<file path="src/rtl/ads1299_spi_frontend.sv">
// ADS1299-style SPI frame reader: one status-checked frame per DRDY,
// emitted as a per-channel 24-bit sample stream.
module ads1299_spi_frontend #(
  parameter int CLK_DIV = 4,
  parameter int NUM_CH  = 8
) (
  input  logic        clk,
  input  logic        rst_n,
  input  logic        enable,
  input  logic        drdy_n,
  input  logic        spi_miso,
  output logic        spi_cs_n,
  output logic        spi_sclk,
  output logic        spi_mosi,
  output logic [23:0] raw_adc_out,
  output logic [2:0]  adc_channel_sel,
  output logic        adc_data_ready,
  output logic        frame_done,
  output logic        hdr_error,
  output logic        overrun,
  output logic [7:0]  err_count
);

  localparam logic [2:0] S_IDLE  = 3'd0;
  localparam logic [2:0] S_SETUP = 3'd1;
  localparam logic [2:0] S_SHIFT = 3'd2;
  localparam logic [2:0] S_HOLD  = 3'd3;
  localparam logic [2:0] S_GAP   = 3'd4;

  localparam logic [7:0] DIV_M1 = 8'(CLK_DIV - 1);
  localparam logic [3:0] LAST_W = 4'(NUM_CH);

  logic        sync1_q, sync2_q, sync3_q, fall_q;
  logic [2:0]  state_q, state_d;
  logic [7:0]  cnt_q, cnt_d;
  logic [4:0]  bit_q, bit_d;
  logic [3:0]  word_q, word_d;
  logic [23:0] sr_q, sr_d;
  logic        rej_q, rej_d;
  logic        emit_q, emit_d;
  logic [2:0]  esel_q, esel_d;
  logic        cs_q, cs_d;
  logic        sclk_q, sclk_d;
  logic [23:0] raw_q, raw_d;
  logic [2:0]  sel_q, sel_d;
  logic        rdy_q, rdy_d;
  logic        done_q, done_d;
  logic        herr_q, herr_d;
  logic        ovr_q, ovr_d;
  logic [7:0]  errc_q, errc_d;
  logic [23:0] word_v;
  logic        tick;

  assign word_v = {sr_q[22:0], spi_miso};
  assign tick   = (cnt_q == DIV_M1);

  always_comb begin
    state_d = state_q;
    cnt_d   = cnt_q;
    bit_d   = bit_q;
    word_d  = word_q;
    sr_d    = sr_q;
    rej_d   = rej_q;
    emit_d  = 1'b0;
    esel_d  = esel_q;
    cs_d    = cs_q;
    sclk_d  = sclk_q;
    raw_d   = raw_q;
    sel_d   = sel_q;
    rdy_d   = emit_q;
    done_d  = 1'b0;
    herr_d  = 1'b0;
    ovr_d   = ovr_q;
    errc_d  = errc_q;

    // sample is published one cycle after its last bit lands
    if (emit_q) begin
      raw_d = sr_q;
      sel_d = esel_q;
    end

    if (fall_q && state_q != S_IDLE) ovr_d = 1'b1;

    case (state_q)
      S_IDLE: begin
        if (fall_q && enable) begin
          state_d = S_SETUP;
          cs_d    = 1'b0;
          cnt_d   = 8'd0;
          bit_d   = 5'd0;
          word_d  = 4'd0;
          rej_d   = 1'b0;
        end
      end
      S_SETUP: begin
        if (tick) begin
          state_d = S_SHIFT;
          sclk_d  = 1'b1;
          cnt_d   = 8'd0;
        end else begin
          cnt_d = cnt_q + 8'd1;
        end
      end
      S_SHIFT: begin
        if (tick) begin
          cnt_d  = 8'd0;
          sclk_d = ~sclk_q;
          if (sclk_q) begin
            sr_d = word_v;
            if (bit_q == 5'd23) begin
              bit_d  = 5'd0;
              word_d = word_q + 4'd1;
              if (word_q == 4'd0) begin
                if (word_v[23:20] != 4'b1100) rej_d = 1'b1;
              end else if (!rej_q) begin
                emit_d = 1'b1;
                esel_d = 3'(word_q - 4'd1);
              end
              if (word_q == LAST_W) state_d = S_HOLD;
            end else begin
              bit_d = bit_q + 5'd1;
            end
          end
        end else begin
          cnt_d = cnt_q + 8'd1;
        end
      end
      S_HOLD: begin
        if (tick) begin
          state_d = S_GAP;
          cnt_d   = 8'd0;
          cs_d    = 1'b1;
          done_d  = 1'b1;
          if (rej_q) begin
            herr_d = 1'b1;
            if (errc_q != 8'hFF) errc_d = errc_q + 8'd1;
          end
        end else begin
          cnt_d = cnt_q + 8'd1;
        end
      end
      S_GAP: begin
        if (tick) begin
          state_d = S_IDLE;
          cnt_d   = 8'd0;
        end else begin
          cnt_d = cnt_q + 8'd1;
        end
      end
      default: state_d = S_IDLE;
    endcase
  end

  always_ff @(posedge clk or negedge rst_n) begin
    if (!rst_n) begin
      sync1_q <= 1'b1;
      sync2_q <= 1'b1;
      sync3_q <= 1'b1;
      fall_q  <= 1'b0;
      state_q <= S_IDLE;
      cnt_q   <= 8'd0;
      bit_q   <= 5'd0;
      word_q  <= 4'd0;
      sr_q    <= 24'd0;
      rej_q   <= 1'b0;
      emit_q  <= 1'b0;
      esel_q  <= 3'd0;
      cs_q    <= 1'b1;
      sclk_q  <= 1'b0;
      raw_q   <= 24'd0;
      sel_q   <= 3'd0;
      rdy_q   <= 1'b0;
      done_q  <= 1'b0;
      herr_q  <= 1'b0;
      ovr_q   <= 1'b0;
      errc_q  <= 8'd0;
    end else begin
      sync1_q <= drdy_n;
      sync2_q <= sync1_q;
      sync3_q <= sync2_q;
      fall_q  <= sync3_q & ~sync2_q;
      state_q <= state_d;
      cnt_q   <= cnt_d;
      bit_q   <= bit_d;
      word_q  <= word_d;
      sr_q    <= sr_d;
      rej_q   <= rej_d;
      emit_q  <= emit_d;
      esel_q  <= esel_d;
      cs_q    <= cs_d;
      sclk_q  <= sclk_d;
      raw_q   <= raw_d;
      sel_q   <= sel_d;
      rdy_q   <= rdy_d;
      done_q  <= done_d;
      herr_q  <= herr_d;
      ovr_q   <= ovr_d;
      errc_q  <= errc_d;
    end
  end

  assign spi_cs_n        = cs_q;
  assign spi_sclk        = sclk_q;
  assign spi_mosi        = 1'b0;
  assign raw_adc_out     = raw_q;
  assign adc_channel_sel = sel_q;
  assign adc_data_ready  = rdy_q;
  assign frame_done      = done_q;
  assign hdr_error       = herr_q;
  assign overrun         = ovr_q;
  assign err_count       = errc_q;

endmodule
</file>
<file path="config.mk">
export PLATFORM = sky130hd
export DESIGN_NAME = ads1299_spi_frontend
export DESIGN_NICKNAME = d
export VERILOG_FILES = /design/src/rtl/ads1299_spi_frontend.sv
export SDC_FILE = /design/constraint.sdc
export NUM_CORES = 1
export LEC_CHECK = 0
export ABC_AREA = 1
export ABC_CLOCK_PERIOD_IN_PS = 1900
export CAP_MARGIN = 25
export CORE_MARGIN = 2
export CORE_UTILIZATION = 45
export CTS_BUF_LIST = sky130_fd_sc_hd__clkbuf_16
export DETAILED_ROUTE_END_ITERATION = 10
export PLACE_DENSITY = 0.63
export SLEW_MARGIN = 15
export SYNTH_ARGS = -nofsm -noshare
export SYNTH_HDL_FRONTEND = slang
export SYNTH_SLANG_ARGS = --single-unit
</file>
<file path="constraint.sdc">
create_clock -name clk -period 1.9 [get_ports clk]
set_input_delay 0.38 -clock clk [delete_from_list [all_inputs] [get_ports clk]]
set_output_delay 0.38 -clock clk [all_outputs]
set_load 0.01 [all_outputs]
</file>
* Word-level counts from Yosys, hierarchy flattened
Cells that the tools add are included.
Word-level totals: output and inout port bits 42, word-level logic and storage cells 114, input bits 5, flip-flop bits (word level) 94
Operators by class: reductions and logical operators 20, mux-type cells 44, bitwise gates (word level) 5, equal/unequal tests 19, add/subtract/negate cells 5
Operator list (number):
- two-way mux 3 bit | 8
- two-way mux 5 bit | 4
- != test 2 bit, second input constant | 10
- two-way mux 1 bit | 19
- adder 8 x 1 -> 8 bit, second input constant | 2
- two-way mux 4 bit | 4
- two-way mux 8 bit | 2
- case mux 8 bit (2 select lines) | 1
- case mux 3 bit (5 select lines) | 1
- case mux 5 bit (2 select lines) | 1
- AND reduction 3 bit | 3
- == test 8 x 2 -> 1 bit, second input constant | 1
- != test 8 bit, second input constant | 1
- case mux 4 bit (2 select lines) | 1
- AND reduction 4 bit | 2
- AND reduction 8 bit | 1
- nonzero test 2 bit | 4
- AND reduction 7 bit | 1
- == test 3 x 2 -> 1 bit, second input constant | 2
- case mux 1 bit (2 select lines) | 3
- AND reduction 6 bit | 1
- adder 5 x 1 -> 5 bit, second input constant | 1
- == test 5 bit, second input constant | 1
- AND reduction 5 bit | 1
- 14 further kinds | 18

* Longest topological paths before layout
Gate-level depths: netlist of the first run.
word-level depth 7, mapped depth 10, gate-level depth less buffers 10

* Least setup slack after synthesis of the first run
Ideal clock, no wire load.
path kind reg2reg, start point register cnt_q[0], end point register sr_q[21], data arrival time 1.292 ns, required time 1.782 ns, library setup time 0.118 ns, path slack 0.489 ns, path buffers 1, period minus slack after synthesis 1.411 ns, stages on the path, launching flop included 8, cells stage by stage dfrtp_1 ha_1 nand2_1 nor2_4 nand3_4 buf_6 nand2_1 o21ai_2
Between the ends: longest elaborated chain between the ends 2
Ends and longest elaborated chain:
- from (decl) | RTL line 35 | logic [7:0] cnt_q, cnt_d;
- from (signal assigned) | RTL line 183 | cnt_q <= cnt_d;
- == test 8 x 2 -> 1 bit | RTL line 55 | assign tick = (cnt_q == DIV_M1);
- AND reduction 3 bit (no source line)
- to (signal assigned) | RTL line 186 | sr_q <= sr_d;
- to (decl) | RTL line 38 | logic [23:0] sr_q, sr_d;
No other way between the ends. A chain may end at the register's enable or synchronous reset.

* Final worst setup path of the first run
start point register cs_q, in the netlist spi_cs_n, end point output port spi_cs_n
RTL lines:
- from (decl) | RTL line 42 | logic cs_q, cs_d;
- from (signal assigned) | RTL line 190 | cs_q <= cs_d;
- to (decl) | RTL line 12 | output logic spi_cs_n,
No word-level cell between the ends.

==> impl_metrics.py, run 1 <==
metrics = {
    "hold_path": {
        "hold_path_depth": 0,
        "hp-class": "register to register",
        "hp-start": "sync1_q",
    },
    "cts": {
        "cts_buffers": 9,
        "cts_resized": 0,
        "clock_sinks": 94,
        "cts_tree": "built",
        "cts.path.max_buffers": 2,
        "clkLatencyLatePin_ns": 0.34,
        "clockRootBuffer": "clkbuf_16",
        "clk_pin_slew_ns": 0.07,
        "h-tree-depth": 3,
    },
    "detailed_routing": {
        "vias_per_cell": 4.781,
        "first_pass_iters": 4,
        "drt-total-wl_mm": 7.998,
        "drt_first_iter_violations": 105,
        "wl_per_cell_um": 12.16,
        "vias": 3146,
        "drtAntennaViolNets": 0,
        "drc_errors": 0,
    },
    "setup_path": {
        "r2r-start": "word_q[0]",
        "timing.reg2reg.setup_slack_ns": 0.25,
        "cp_cell_sequence": "clkdlybuf4s50_1",
        "cp-end-kind": "primary output",
        "critical_path.max_fanout": 2,
        "cp-start-kind": "register",
        "crit_family": "flip-flops",
        "crit_type": "register to primary output",
        "startpoint": "spi_cs_n",
        "r2r_cells": 8,
        "worstPathRequired_ns": 1.52,
        "path_depth": 1,
        "slowest_delay_ns": 0.53,
        "cp.arrival_ns": 1.39,
        "critPathBufInv": 1,
        "slowest_stage": "dfstp_2",
    },
    "floorplanning": {
        "die_area_mm2": 0.01060,
        "row_count": 36,
        "die_w_um": 102.9,
        "io_pins": 47,
        "start_util": 0.4570,
        "die_h_um": 102.9,
        "core_area_mm2": 0.009639,
    },
    "placed_design": {
        "gp_congestion": 0.8728,
        "place_area_mm2": 0.004996,
        "hpwl_mm": 5.714,
        "port_buffers": 45,
    },
    "sta": {
        "setup_viol": 0,
        "skew_ns": 0.006521,
        "post-route-period-util": 0.9308,
        "tns_ns": 0,
        "min_period_ns": 1.769,
        "slew_violations": 0,
        "rsz0062_at_grt": "false",
        "fmax_mhz": 565.4,
        "hold_viol": 0,
    },
    "global_routing": {
        "grt_overflow": 0,
        "grt_antenna_before_repair": 0,
        "grt_pass1_vias": 2857,
        "grt_pass1_wl_mm": 13.70,
        "grt_max_degree": 47,
        "grtUsageTotal": 0.1657,
    },
    "power_and_ir_drop": {
        "irDropWorstVdd_v": 0.0006940,
        "leakage_uw": 0.002425,
        "cellPowerDensity_mw_per_mm2": 1128,
    },
    "yosys": {
        "async_flop_share": 1.000,
        "syn-cell-area_mm2": 0.004405,
        "synth_cell_types": 41,
        "yosysSeqAreaShare": 0.5351,
        "synth-adder-area-share": 0.01420,
        "yosys_warnings": 0,
        "synthXorXnorAreaFrac": 0.02954,
        "avgSynthCellArea_um2": 9.393,
        "synth-edff-count": 0,
        "synth_compound_area_frac": 0.1238,
        "synth_top_family_by_area": "simple AND/OR/NAND/NOR gates",
        "synthMuxAreaShare": 0.01022,
        "synth_nets": 479,
        "synth_flop_cell": "dfrtp_1",
        "synth_seq_cells": 94,
        "netlist_instances": 469,
        "yosys.area_share.simple": 0.2113,
    },
    "layout": {
        "drive_gt1_frac": 0.1752,
        "fillers": 919,
        "fin_nets": 530,
        "stdcell_area_mm2": 0.005293,
        "insertedDiodeCount": 0,
        "syn2layout_area_growth_pct": 20.14,
        "post-route-util": 0.5491,
    },
    "run_status": {
        "status": "complete, no violations",
    },
    "run": {
        "drv_cap": 0,
    },
}
==> cell usage in the layout, fill, tap and decap left out, types with 3 or more instances in the layout <==
master             n
nor3_1             4
nand2_1          101
ha_1               5
nor2_1            48
nand3_1           28
nand2_2            6
dfrtp_1           90
inv_2              6
xor2_1             9
xnor2_1            4
o21ai_0            9
clkdlybuf4s50_1   44
nor2_4             3
clkbuf_16          9
nand4_1            3
inv_1             52
buf_4              6
mux2_2             4
o21ai_2           29
o21bai_1           3
o21ai_1            4
a21oi_1           26
dfstp_2            4
nand3_4            3
==> final cells by class <==
class	count	area, um^2	share of cell area
Clock buffer	9	225.2	0.04255
Inverter	59	229.0	0.04326
Timing Repair Buffer	53	535.5	0.1012
Tap cell	133	166.4	0.03144
Multi-Input combinational cell	303	1718	0.3246
Clock inverter	7	61.31	0.01158
Sequential cell	94	2357	0.4454
==> synthesized netlist by cell type (2+ instances only) <==
| cell type | n | area (um^2) |
|---|---|---|
| o21bai_1 | 3 | 22.52 |
| dfrtp_1 | 90 | 2252 |
| o21ai_2 | 29 | 254.0 |
| a21oi_1 | 26 | 130.1 |
| o21ai_1 | 4 | 20.02 |
| inv_1 | 51 | 191.4 |
| nand3_4 | 3 | 52.55 |
| mux2_2 | 4 | 45.04 |
| buf_4 | 2 | 15.01 |
| nor2_4 | 3 | 33.78 |
| nand4_1 | 3 | 18.77 |
| nor3_1 | 4 | 20.02 |
| o21ai_0 | 9 | 45.04 |
| ha_1 | 5 | 62.56 |
| nor2_1 | 48 | 180.2 |
| buf_6 | 4 | 45.04 |
| xnor2_1 | 4 | 35.03 |
| o22ai_2 | 2 | 25.02 |
| buf_2 | 3 | 15.01 |
| inv_2 | 6 | 22.52 |
| dfstp_2 | 4 | 105.1 |
| nand3_1 | 28 | 140.1 |
| nand2_2 | 6 | 37.54 |
| nand2_1 | 101 | 379.1 |
| xor2_1 | 9 | 78.83 |
| clkbuf_1 | 3 | 11.26 |
==> cell families (layout without fill, tap and decap cells) <==
| logic type | Yosys count | after routing |
|---|---|---|
| AND/OR/NAND/NOR | 202 | 202 |
| flip-flops | 94 | 94 |
| AO/OA/AOI/OAI | 77 | 77 |
| buffers and inverters | 72 | 128 |
| XOR/XNOR | 14 | 14 |
| adder cells (fa/ha/maj) | 5 | 5 |
| multiplexers | 4 | 4 |
| other | 1 | 1 |
==> through the flow <==
| step | power, uW | hold WS [ns] | setup WS, ns | instances |
|---|---|---|---|---|
| after detailed placement | 4319 | 0.3137 | 0.2911 | 641 |
| after floorplan | 3913 | 0.08441 | 0.4894 | 469 |
| after global placement | 4303 | 0.3184 | 0.3161 | 641 |
| final | 5972 | 0.3590 | 0.1314 | 658 |
| after CTS | 6043 | 0.3600 | 0.1186 | 658 |
| after global routing | 6398 | 0.3608 | 0.02451 | 658 |
==> flip-flops by register name (all words and copies together) (netlist names), 3 cells and up <==
register and cells:
cnt_q 8, state_q 3, sr_q 24, word_q 4
esel_q 3, err_count 8, raw_adc_out 24, adc_channel_sel 3
bit_q 5
==> timing repair <==
| action | 4_1_cts | 5_1_grt |
|---|---|---|
| setup buffers | 0 | 0 |
| hold endpoints to repair | 23 | 0 |
| hold buffers | 1 | 0 |
| endpoints found under the setup margin | 0 | 0 |
==> power breakdown <==
part           internal (uW)  leakage, uW  switching (uW)
combinational            649      0.00102            1180
sequential              2220      0.00127             237
clock                    902     0.000136             785
==> per-layer routing <==
layer	GRT usage	share of wire	vias to the layer above
met2	0.2557	0.46	50
met5	0	0	-
met1	0.2367	0.50	1490
met4	0.05162	0.010	0
li1	-	-	1598
met3	0.03322	0.031	8
==> final timing paths <==
check                               end
hold / removal                  sync2_q
max in group asynchronous      spi_cs_n
setup reg to reg              esel_q[0]
hold reg to reg                 sync2_q
setup / recovery               spi_cs_n
min in group asynchronous  err_count[5]
No activity file was read; power rests on OpenSTA's default activity.
==> run 2: changes to the inputs <==
--- a/config.mk
+++ b/config.mk
@@ -6,13 +6,14 @@
 export NUM_CORES = 1
 export LEC_CHECK = 0
 export ABC_AREA = 1
-export ABC_CLOCK_PERIOD_IN_PS = 1900
 export CAP_MARGIN = 25
+export CELL_PAD_IN_SITES_DETAIL_PLACEMENT = 1
+export CELL_PAD_IN_SITES_GLOBAL_PLACEMENT = 2
 export CORE_MARGIN = 2
-export CORE_UTILIZATION = 45
+export CORE_UTILIZATION = 35
 export CTS_BUF_LIST = sky130_fd_sc_hd__clkbuf_16
 export DETAILED_ROUTE_END_ITERATION = 10
-export PLACE_DENSITY = 0.63
+export PLACE_DENSITY = 0.75
 export SLEW_MARGIN = 15
 export SYNTH_ARGS = -nofsm -noshare
 export SYNTH_HDL_FRONTEND = slang
==> impl_metrics.py, run 2 (synthesis gave the netlist of run 1 again) <==
metrics = {
    "global_routing": {
        "grt_pass1_vias": 3304,
        "grt_max_degree": 47,
        "grt_antenna_before_repair": 0,
        "grt_pass1_wl_mm": 16.05,
        "grtUsageTotal": 0.1520,
        "grt_overflow": 0,
    },
    "layout": {
        "insertedDiodeCount": 0,
        "seq_area_mm2": 0.002357,
        "fin_nets": 531,
        "multiInputGateArea_mm2": 0.001718,
        "most-common-layout-cells": "nand2_1, dfrtp_1, inv_1",
        "drive_gt1_frac": 0.1768,
        "syn2layout_area_growth_pct": 21.33,
        "layout_commonest_cell": "nand2_1",
        "fillers": 1406,
        "stdcell_area_mm2": 0.005345,
    },
    "setup_path": {
        "critPathBufInv": 1,
        "worstPathRequired_ns": 1.52,
        "cp-start-kind": "register",
        "critical_path.max_fanout": 2,
        "slowest_stage": "dfstp_2",
        "slowest_delay_ns": 0.54,
        "cp-end-kind": "primary output",
        "cp.arrival_ns": 1.42,
        "timing.reg2reg.setup_slack_ns": 0.26,
        "cp_cell_sequence": "clkdlybuf4s50_1",
        "crit_type": "register to primary output",
        "crit_family": "flip-flops",
    },
    "cts": {
        "clk_pin_slew_ns": 0.07,
        "clkLatencyLatePin_ns": 0.34,
        "clock_sinks": 94,
        "h-tree-depth": 3,
        "cts_resized": 0,
        "cts.path.max_buffers": 2,
        "cts_buffers": 9,
        "clockRootBuffer": "clkbuf_16",
        "cts_tree": "built",
    },
    "sta": {
        "skew_ns": 0.003697,
        "hold_viol": 0,
        "setup_viol": 0,
        "tns_ns": 0,
        "min_period_ns": 1.795,
        "worst_slack_ns": 0.1048,
        "post-route-period-util": 0.9448,
        "rsz0062_at_grt": "false",
        "slew_violations": 0,
        "fmax_mhz": 557.0,
    },
    "floorplanning": {
        "io_pins": 47,
        "die_w_um": 116.2,
        "die_area_mm2": 0.01350,
        "row_count": 40,
        "core_area_mm2": 0.01216,
        "start_util": 0.3622,
        "die_h_um": 116.2,
    },
    "detailed_routing": {
        "drt-total-wl_mm": 9.242,
        "vias": 3140,
        "vias_per_cell": 4.524,
        "first_pass_iters": 4,
        "wl_per_cell_um": 13.32,
        "drtAntennaViolNets": 0,
        "drc_errors": 0,
        "drt_first_iter_violations": 99,
    },
    "power_and_ir_drop": {
        "cellPowerDensity_mw_per_mm2": 1128,
        "irDropWorstVdd_v": 0.0007008,
        "leakage_uw": 0.002432,
    },
    "hold_path": {
        "hp-class": "register to register",
    },
    "placed_design": {
        "place_area_mm2": 0.005060,
        "hpwl_mm": 6.918,
        "pre_cts_ws_ns": 0.2486,
        "port_buffers": 45,
        "gp_congestion": 0.7790,
    },
    "run": {
        "drv_cap": 0,
    },
    "run_status": {
        "status": "complete, no violations",
    },
}
[run 2: changes by cell type in the layout (fill, tap and decap cells not counted)]
cell      previous run  this run
clkinv_4             2         1
clkinv_2             0         1
buf_12               2         3
inv_6                2         3
clkinv_8             1         0
[run 2: area by class of cell]
type / instances / area share
multi-input combinational: 303 / 0.3214
timing repair buffer: 54 / 0.1039
inverter: 59 / 0.04284
clock inverter: 7 / 0.009363
sequential: 94 / 0.4410
tap: 168 / 0.03933
clock buffer: 9 / 0.04213
[run 2: path summary, 6_finish.rpt]
check / from / endpoint / cells after the start
worst max-delay path: spi_cs_n / spi_cs_n / 1
worst min-delay path: sync1_q / sync2_q / 0
worst max register to register: cnt_q[0] / err_count[0] / 6
worst min register to register: sync1_q / sync2_q / 0
max in group asynchronous: rst_n / spi_cs_n / 3
min in group asynchronous: rst_n / sr_q[7] / 2
[run 2: metal layers]
metal | global-route usage | up-vias | part of all wire
met1 | 0.2081 | 1500 | 0.49
met3 | 0.02543 | 13 | 0.020
met5 | 0 | - | 0
met4 | 0.06587 | 0 | 0.018
met2 | 0.2394 | 34 | 0.47
li1 | - | 1593 | -
[run 2: power breakdown]
part           total, uW  internal [uW]  switching (uW)  leakage (uW)
Combinational       1880            653            1230       0.00103
Sequential          2460           2220             243       0.00127
Clock               1680            891             793      0.000134
[run 2: per-stage QoR]
stage	std cells	power [uW]	utilization	hold slack (ns)
floorplan	469	3913	-	0.08441
global placement	677	4395	0.4160	0.3507
detailed placement	677	4412	0.4160	0.3474
CTS	694	6140	0.4395	0.3575
global route	694	6471	0.4395	0.3656
finish	694	6027	0.4395	0.3561
[run 2: timing repair]
action | CTS | global route
setup endpoints to repair | 0 | 0
hold buffers | 1 | 0
endpoints found under the hold margin | 25 | 0
setup buffers | 0 | 0
